## config.mk

```make
export PLATFORM = sky130hd
export DESIGN_NAME = rr_arbiter_4
export DESIGN_NICKNAME = d
export VERILOG_FILES = /design/src/rtl/arb_pkg.sv /design/src/rtl/rr_pick_4.sv /design/src/rtl/rr_arbiter_4.sv
export SDC_FILE = /design/constraint.sdc
export NUM_CORES = 1
export LEC_CHECK = 0
export BUFFER_PORTS_ARGS = -buffer_cell sky130_fd_sc_hd__buf_4
export CORE_MARGIN = 3
export CORE_UTILIZATION = 49
export CTS_CLUSTER_DIAMETER = 30
export DETAILED_ROUTE_END_ITERATION = 6
export PLACE_DENSITY = 0.83
export SETUP_SLACK_MARGIN = 0.02
export SLEW_MARGIN = 20
export SYNTH_ARGS = -nofsm -noshare
export SYNTH_HDL_FRONTEND = slang
export SYNTH_SLANG_ARGS = --single-unit
export TNS_END_PERCENT = 10
```

## constraint.sdc

```tcl
create_clock -name clk -period 2.6 [get_ports clk]
set_clock_uncertainty 0.15 [all_clocks]
set_input_delay 0.39 -clock clk [delete_from_list [all_inputs] [get_ports clk]]
set_output_delay 0.39 -clock clk [all_outputs]
set_load 0.01 [all_outputs]
```

## src/rtl/arb_pkg.sv

```systemverilog
// Shared types and sizes for the four-requester round-robin arbiter.
package arb_pkg;
    localparam int N_REQ = 4;
    localparam int IDX_W = 2;

    typedef enum logic {
        IDLE  = 1'b0,
        GRANT = 1'b1
    } state_t;
endpackage

```

## src/rtl/rr_pick_4.sv

```systemverilog
// Combinational round-robin pick: first set bit of req scanning from start upward, modulo 4.
module rr_pick_4
    import arb_pkg::*;
(
    input  logic [N_REQ-1:0] req,
    input  logic [IDX_W-1:0] start,
    output logic             found,
    output logic [IDX_W-1:0] idx,
    output logic [N_REQ-1:0] onehot
);
    logic [2*N_REQ-1:0] w_dbl;
    logic [N_REQ-1:0]   w_rot;
    logic [IDX_W-1:0]   w_off;
    logic               w_any;

    // Rotate so bit 0 of w_rot corresponds to requester 'start'.
    assign w_dbl = {req, req} >> start;
    assign w_rot = w_dbl[N_REQ-1:0];

    always_comb begin
        w_off = '0;
        w_any = 1'b0;
        for (int j = N_REQ - 1; j >= 0; j--) begin
            if (w_rot[j]) begin
                w_off = IDX_W'(j);
                w_any = 1'b1;
            end
        end
    end

    assign found  = w_any;
    assign idx    = w_off + start;
    assign onehot = w_any ? (N_REQ'(1) << idx) : '0;
endmodule

```

## src/rtl/rr_arbiter_4.sv

```systemverilog
// Four-requester round-robin arbiter with bounded hold time under contention.
module rr_arbiter_4
    import arb_pkg::*;
#(
    parameter int MAX_HOLD = 8
) (
    input  logic             clk,
    input  logic             rst,
    input  logic [N_REQ-1:0] req,
    output logic [N_REQ-1:0] gnt,
    output logic [IDX_W-1:0] gnt_idx,
    output logic             gnt_valid
);
    localparam int                HOLD_W   = $clog2(MAX_HOLD + 1);
    localparam logic [HOLD_W-1:0] HOLD_MAX = HOLD_W'(MAX_HOLD);

    state_t            r_state, w_state_nxt;
    logic [N_REQ-1:0]  r_gnt, w_gnt_nxt;
    logic [IDX_W-1:0]  r_idx, w_idx_nxt;
    logic              r_valid, w_valid_nxt;
    logic [IDX_W-1:0]  r_ptr, w_ptr_nxt;
    logic [HOLD_W-1:0] r_hold, w_hold_nxt;

    logic [N_REQ-1:0]  w_pick_req;
    logic              w_found;
    logic [IDX_W-1:0]  w_pick_idx;
    logic [N_REQ-1:0]  w_pick_onehot;
    logic              w_own_req;
    logic              w_take;

    // While granted, ptr already equals owner+1, so it serves as the search start in both states.
    assign w_pick_req = (r_state == GRANT) ? (req & ~r_gnt) : req;
    assign w_own_req  = req[r_idx];

    rr_pick_4 u_pick (
        .req    (w_pick_req),
        .start  (r_ptr),
        .found  (w_found),
        .idx    (w_pick_idx),
        .onehot (w_pick_onehot)
    );

    always_comb begin
        w_state_nxt = r_state;
        w_gnt_nxt   = r_gnt;
        w_idx_nxt   = r_idx;
        w_valid_nxt = r_valid;
        w_ptr_nxt   = r_ptr;
        w_hold_nxt  = r_hold;
        w_take      = 1'b0;

        case (r_state)
            IDLE: begin
                w_take = w_found;
            end
            GRANT: begin
                if (!w_own_req || (r_hold == HOLD_MAX)) begin
                    w_take = w_found;
                end
                if (!w_own_req && !w_found) begin
                    w_state_nxt = IDLE;
                    w_gnt_nxt   = '0;
                    w_idx_nxt   = '0;
                    w_valid_nxt = 1'b0;
                    w_hold_nxt  = '0;
                end else if (w_own_req && !w_take && (r_hold != HOLD_MAX)) begin
                    w_hold_nxt = r_hold + 1'b1;
                end
            end
            default: begin
                w_state_nxt = IDLE;
            end
        endcase

        // New owner: a fresh grant, a back-to-back handoff on release, or a preemption.
        if (w_take) begin
            w_state_nxt = GRANT;
            w_gnt_nxt   = w_pick_onehot;
            w_idx_nxt   = w_pick_idx;
            w_valid_nxt = 1'b1;
            w_ptr_nxt   = w_pick_idx + 1'b1;
            w_hold_nxt  = HOLD_W'(1);
        end
    end

    always_ff @(posedge clk) begin
        if (rst) begin
            r_state <= IDLE;
            r_gnt   <= '0;
            r_idx   <= '0;
            r_valid <= 1'b0;
            r_ptr   <= '0;
            r_hold  <= '0;
        end else begin
            r_state <= w_state_nxt;
            r_gnt   <= w_gnt_nxt;
            r_idx   <= w_idx_nxt;
            r_valid <= w_valid_nxt;
            r_ptr   <= w_ptr_nxt;
            r_hold  <= w_hold_nxt;
        end
    end

    assign gnt       = r_gnt;
    assign gnt_idx   = r_idx;
    assign gnt_valid = r_valid;
endmodule

```

; Word level (Yosys, flattened, before mapping)
; Index checks and enable logic that the tools add are counted.
[word_totals]
regBits = 14
inputBits = 6
out_inout_bits = 7
wordCells = 64
[classes]
n_addsub = 3
magnitude_cmp = 1
n_eq_ne = 2
shift = 2
n_mux = 31
n_bitwise = 3
n_reduce_logical = 15
[op_table]
columns = op, count
row1 = 4-bit two-way mux, 7
row2 = 1-bit two-way mux, 15
row3 = 2-bit two-way mux, 7
row4 = 8-bit by 2-bit >> shifter with 4-bit output, 1
row5 = 2-bit AND reduction, 3
row6 = 2-bit nonzero test, 3
row7 = 4-bit by 1-bit adder with 4-bit output (second input constant), 1
row8 = 4-bit AND, 1
row9 = 4-bit == test (second input constant), 1
row10 = 4-bit != test (second input constant), 1
row11 = 4-bit NOT, 1
row12 = 1-bit by 2-bit << shifter with 4-bit output (first input constant), 1
row13 = 1-bit logical AND, 3
row14 = 1-bit logical NOT, 3
row15 = 2-bit by 3-bit < comparator with 1-bit output (second input constant), 1
row16 = 3-bit nonzero test, 1
row17 = 2-bit by 1-bit adder with 2-bit output (second input constant), 1
row18 = 2-bit adder, 1
row19 = 1-bit binary-select mux with 2-bit select, 1
row20 = 1-bit one-hot mux with 2 select lines, 1
row21 = 2-bit OR reduction, 1
row22 = 1-bit logical OR, 1
row23 = 1-bit NOT, 1

; Logic depth before layout (Yosys ltp)
[logic_depth]
word_depth = 17
depth_mapped = 11
mapped_depth_nobuf = 11

; Cells and area by module
; A second synthesis with hierarchy kept.
[hier_totals]
hier_cells = 105
area_unflattened_um2 = 933.4
[by_module_without_submodules]
columns = mod, n_inst, cells_per_inst, area_per_inst_um2
row1 = rr_arbiter_4, 1, 67, 671.9
row2 = rr_pick_4, 1, 38, 261.5

; Least setup slack after synthesis
; No wires, ideal clock.
[synth_timing]
kind = input to register
from = input port req[1]
to = register r_ptr[1]
setup_time_ns = 0.106
arrival_ns = 2.159
t_required_ns = 2.344
setup_slack_ns = 0.185
cell_stages = 9
cell_sequence = nor2_1 o221ai_1 a21oi_1 o21ai_0 o21ai_0 ha_1 inv_1 or3_1 o311ai_0
[synth_via]
elab_chain_cells = 10
elab_cells_between_ends = 20
classes_between = 2 x add/sub / 1 x shift / 14 x mux / 1 x bitwise / 2 x reduce/logical
[synth_lines]
columns = item, line
row1 = "start, declared", rr_arbiter_4.sv:9  ; input logic [N_REQ-1:0] req,
row2 = "parallel branches: the longest is 10 deep, another holds 2-bit adder", -
row3 = "end signal, assigned", rr_arbiter_4.sv:99  ; r_ptr <= w_ptr_nxt;
row4 = "end, declared", rr_arbiter_4.sv:21  ; logic [IDX_W-1:0] r_ptr, w_ptr_nxt;
; Several ways; the timed one is not identified. The select of a mux whose other input is x is not followed.
; A chain may end at the register's enable or synchronous reset.

; Final worst setup path
[layout_timing]
from = register r_gnt[1] (netlist: gnt[1])
to = register r_ptr[1]
[layout_via]
elab_chain_cells = 11
elab_cells_between_ends = 17
classes_between = 2 x add/sub / 1 x shift / 12 x mux / 2 x bitwise
[layout_lines]
columns = item, line
row1 = "start, declared", rr_arbiter_4.sv:18  ; logic [N_REQ-1:0] r_gnt, w_gnt_nxt;
row2 = "start signal, assigned", rr_arbiter_4.sv:96  ; r_gnt <= w_gnt_nxt;
row3 = 4-bit NOT *, rr_arbiter_4.sv:32  ; assign w_pick_req = (r_state == GRANT) ? (req & ~r_gnt) : req;
row4 = 4-bit AND *, rr_arbiter_4.sv:32
row5 = 4-bit two-way mux *, rr_arbiter_4.sv:32
row6 = 8-bit by 2-bit >> shifter with 4-bit output *, rr_pick_4.sv:17  ; assign w_dbl = {req, req} >> start;
row7 = "parallel branches: the longest is 7 deep, another holds 2-bit adder", -
; Every way passes the cells marked *. The select of a mux whose other input is x is not followed.

==> key figures <==
CTS
  • Clock tree sinks: 14
  • Largest buffer count on any clock path: 2
  • # resized after CTS: 0
  • Worst-Skew Late Latency: 0.29 ns
  • Post-CTS Repair Setup Buffers: 0
  • H-Tree Depth: 1
  • Hold_buf cts: 0
  • CTS root buf: clkbuf_4
  • Worst-path clk slew: 0.09 ns
  • CTS tree: done
  • CTS Buf Count: 3

Setup path
  • WP data required: 2.65 ns
  • Worst Path Buf+Inv: 1
  • Critical-path cell with the highest stage delay: or3_1
  • Largest fanout on the critical path: 4
  • Arrival time of the worst setup path: 2.44 ns
  • Crit Path Class: flip-flop to flip-flop
  • CP max stage delay: 0.39 ns
  • CP cell instances: nand2b_1 > o221ai_1 > nand2_1 > o21ai_0 > a32oi_1 > o21ai_0 > ha_1 > inv_1 > or3_1 > o311ai_2
  • CP Capture Type: flip-flop
  • CP dominant cell by count: o21ai_0
  • Cell family with most CP delay: compound AO/OA/AOI/OAI gates
  • CP Launch Type: flip-flop

Global routing
  • Vias in the first global route: 851
  • Antenna violations before repair: 0
  • Largest net degree at the start of global routing: 16
  • First-pass GRT wire length: 3.50 mm
  • GRT Total Usage: 0.183
  • Gr ovfl total: 0

Placed design
  • Detailed placement HPWL: 1.50 mm
  • Dpl ws: -0.00882 ns
  • Port Buffers: 12
  • Routability Congestion: 0.843
  • Placed inst area: 1010 sq um
  • Cells after DPL: 139

Power
  • LEAKAGE: 0.422 nW
  • VDD IR-drop max: 707 uV
  • Overall Power: 1.01 mW
  • PwrDens: 954 nW/um^2

Finish
  • Filler instances: 140
  • Area growth, synth to finish: 20.1%
  • Multi-input logic area: 568 sq um
  • Storage element area: 287 sq um
  • Finished Layout Cells: 143
  • Diodes inserted: 0
  • Final net count: 129
  • Final instance area: 1060 sq um
  • Share of cells above drive strength 1: 0.303

STA
  • Final Hold Fails: 0
  • Period Utilization, post-route: 0.920
  • Slew headroom: 0.747
  • Max Clk Rate: 418 MHz
  • Slew Viols, Final: 0
  • Worst-margin pin slew: 0.379 ns
  • WHS: 0.216 ns
  • Min Tclk post-route: 2.39 ns
  • RSZ-0062 raised after global routing: no
  • PnR worst setup slack: 0.209 ns
  • Final Setup Violations: 0

Synthesis
  • FFs w/ async S/R, synth: 0
  • Area contributors post-synth: dfxtp_1 32%, a21oi_1 6.2%, ha_1 4.3%
  • Seq/Total Area, Yosys: 0.318
  • Cells after Synth: 103
  • Syn_nets: 112
  • Mapped Avg Cell Area: 8.56 sq um
  • Synth area leader: dfxtp_1
  • Synth top area share: 0.318
  • EDFF count, synth: 0
  • Flops & latches, synth: 14
  • Post-synth cell types: 41
  • Synth Warn #: 0
  • Mapped Area: 882 sq um
  • Top_reg_cell synth: dfxtp_1

Detailed routing
  • DR DRC count: 0
  • Met2 Wirelength: 809 microns
  • Pre-antenna DRT Iters: 4
  • Top sig layer: met4
  • Routed WL: 1.97 mm
  • Met1 wire length: 944 microns
  • Initial DRC Count: 40
  • Met3 Wirelength: 172 microns
  • DR WL/cell: 13.8 microns
  • Vias after detailed routing: 842
  • Via density: 5.89
  • Antenna Nets Post-Route: 0

Floorplanning
  • Die area: 2350 sq um
  • Initial Util: 0.553
  • Die Ht: 48.4 microns
  • Area of the core: 1590 sq um
  • Die outline width: 48.4 microns
  • Count of boundary I/O pins: 13
  • FP Rows: 14

Min path
  • Hold Path Class: primary input to flip-flop

Outcome
  • Status: completed

Job
  • # Max-Cap Violations: 0
kinds of logic (layout without fill, tap and decap cells):
| kind of cell | after synthesis | count (layout) | share of synthesized area |
|---|---|---|---|
| simple gates | 33 | 33 | 0.201 |
| xor+xnor | 2 | 2 | 0.0199 |
| mux | 1 | 1 | 0.0255 |
| flops | 14 | 14 | 0.318 |
| compound gates | 41 | 41 | 0.346 |
| fa+ha+maj | 3 | 3 | 0.0426 |
| buf+inv | 9 | 25 | 0.0468 |
worst register-to-register path, delay by kind of cell, from the launching register on:
kind | cells | cell delay (ns)
adder cells (fa/ha/maj) | 1 | 0.34
AND/OR/NAND/NOR | 3 | 0.63
AO/OA/AOI/OAI | 5 | 0.74
buffers and inverters | 1 | 0.09
flip-flops | 1 | 0.36
where the power goes:
part           total [mW]  internal [mW]  switching (mW)
combinational       0.499          0.237           0.262
clock               0.160         0.0854          0.0748
sequential          0.352          0.276          0.0756
layer usage:
metal / global-route usage / vias to the layer above
met5: 0 / -
met4: 0.109 / 0
met3: 0.0307 / 5
met2: 0.273 / 37
met1: 0.248 / 384
li1: - / 416
synthesized netlist by cell type, drive strengths merged (2+ instances only):
master and count:
inv 5, dfxtp 14, nand2 6, o21ai 9, xor2 2, nor2 6, nand3 6, a21bo 3
clkbuf 3, ha 3, a21oi 11, nand4 2, nor3 2, o211ai 2, nand2b 4, a211oi 3
or3 2, a21boi 3
per-stage QoR:
stage | util | setup TNS [ns]
CTS | 0.656 | 0
floorplan | - | 0
finish | 0.665 | 0
global placement | 0.633 | 0
detailed placement | 0.633 | -0.00882
global route | 0.665 | 0
final timing paths:
path	start	end	slack, ns	cells after the start
max reg2reg	gnt[1]	r_ptr[1]	0.21	10
min	rst	gnt[3]	0.22	2
max	gnt[1]	r_ptr[1]	0.21	10
min reg2reg	gnt_valid	gnt_valid	0.34	2
area by class of cell:
class	count	area share
Timing Repair Buffer	16	0.113
Sequential cell	14	0.270
Tap cell	24	0.0283
Inverter	5	0.0177
Clock buffer	4	0.0342
Multi-Input combinational cell	80	0.536
state kept, by name, summed over array words and instances, names as in the netlist:
name and cells:
r_ptr 2, r_hold 4, gnt_idx 2, r_state 1, gnt_valid 1, gnt 4
layout by cell type, fill, tap and decap left out, drive strengths merged:
cell type,synthesis,final
dfxtp,14,14
mux4,1,1
a21o,1,1
xor2,2,2
o21ba,1,1
nand2,6,6
nand4,2,2
o211a,1,1
or4,1,1
nand3,6,6
or3,2,2
a21boi,3,3
nor2,6,6
inv,5,5
o21ai,9,9
o221ai,1,1
or2,1,1
o31a,1,1
and2,1,1
a21bo,3,3
buf,1,16
a21oi,11,11
o311ai,1,1
a211oi,3,3
nor3,2,2
a32oi,1,1
nor4,1,1
o21a,1,1
o211ai,2,2
a221oi,1,1
ha,3,3
clkbuf,3,4
o31ai,1,1
nand3b,1,1
nand2b,4,4
Power figures use the tool's default switching activity.
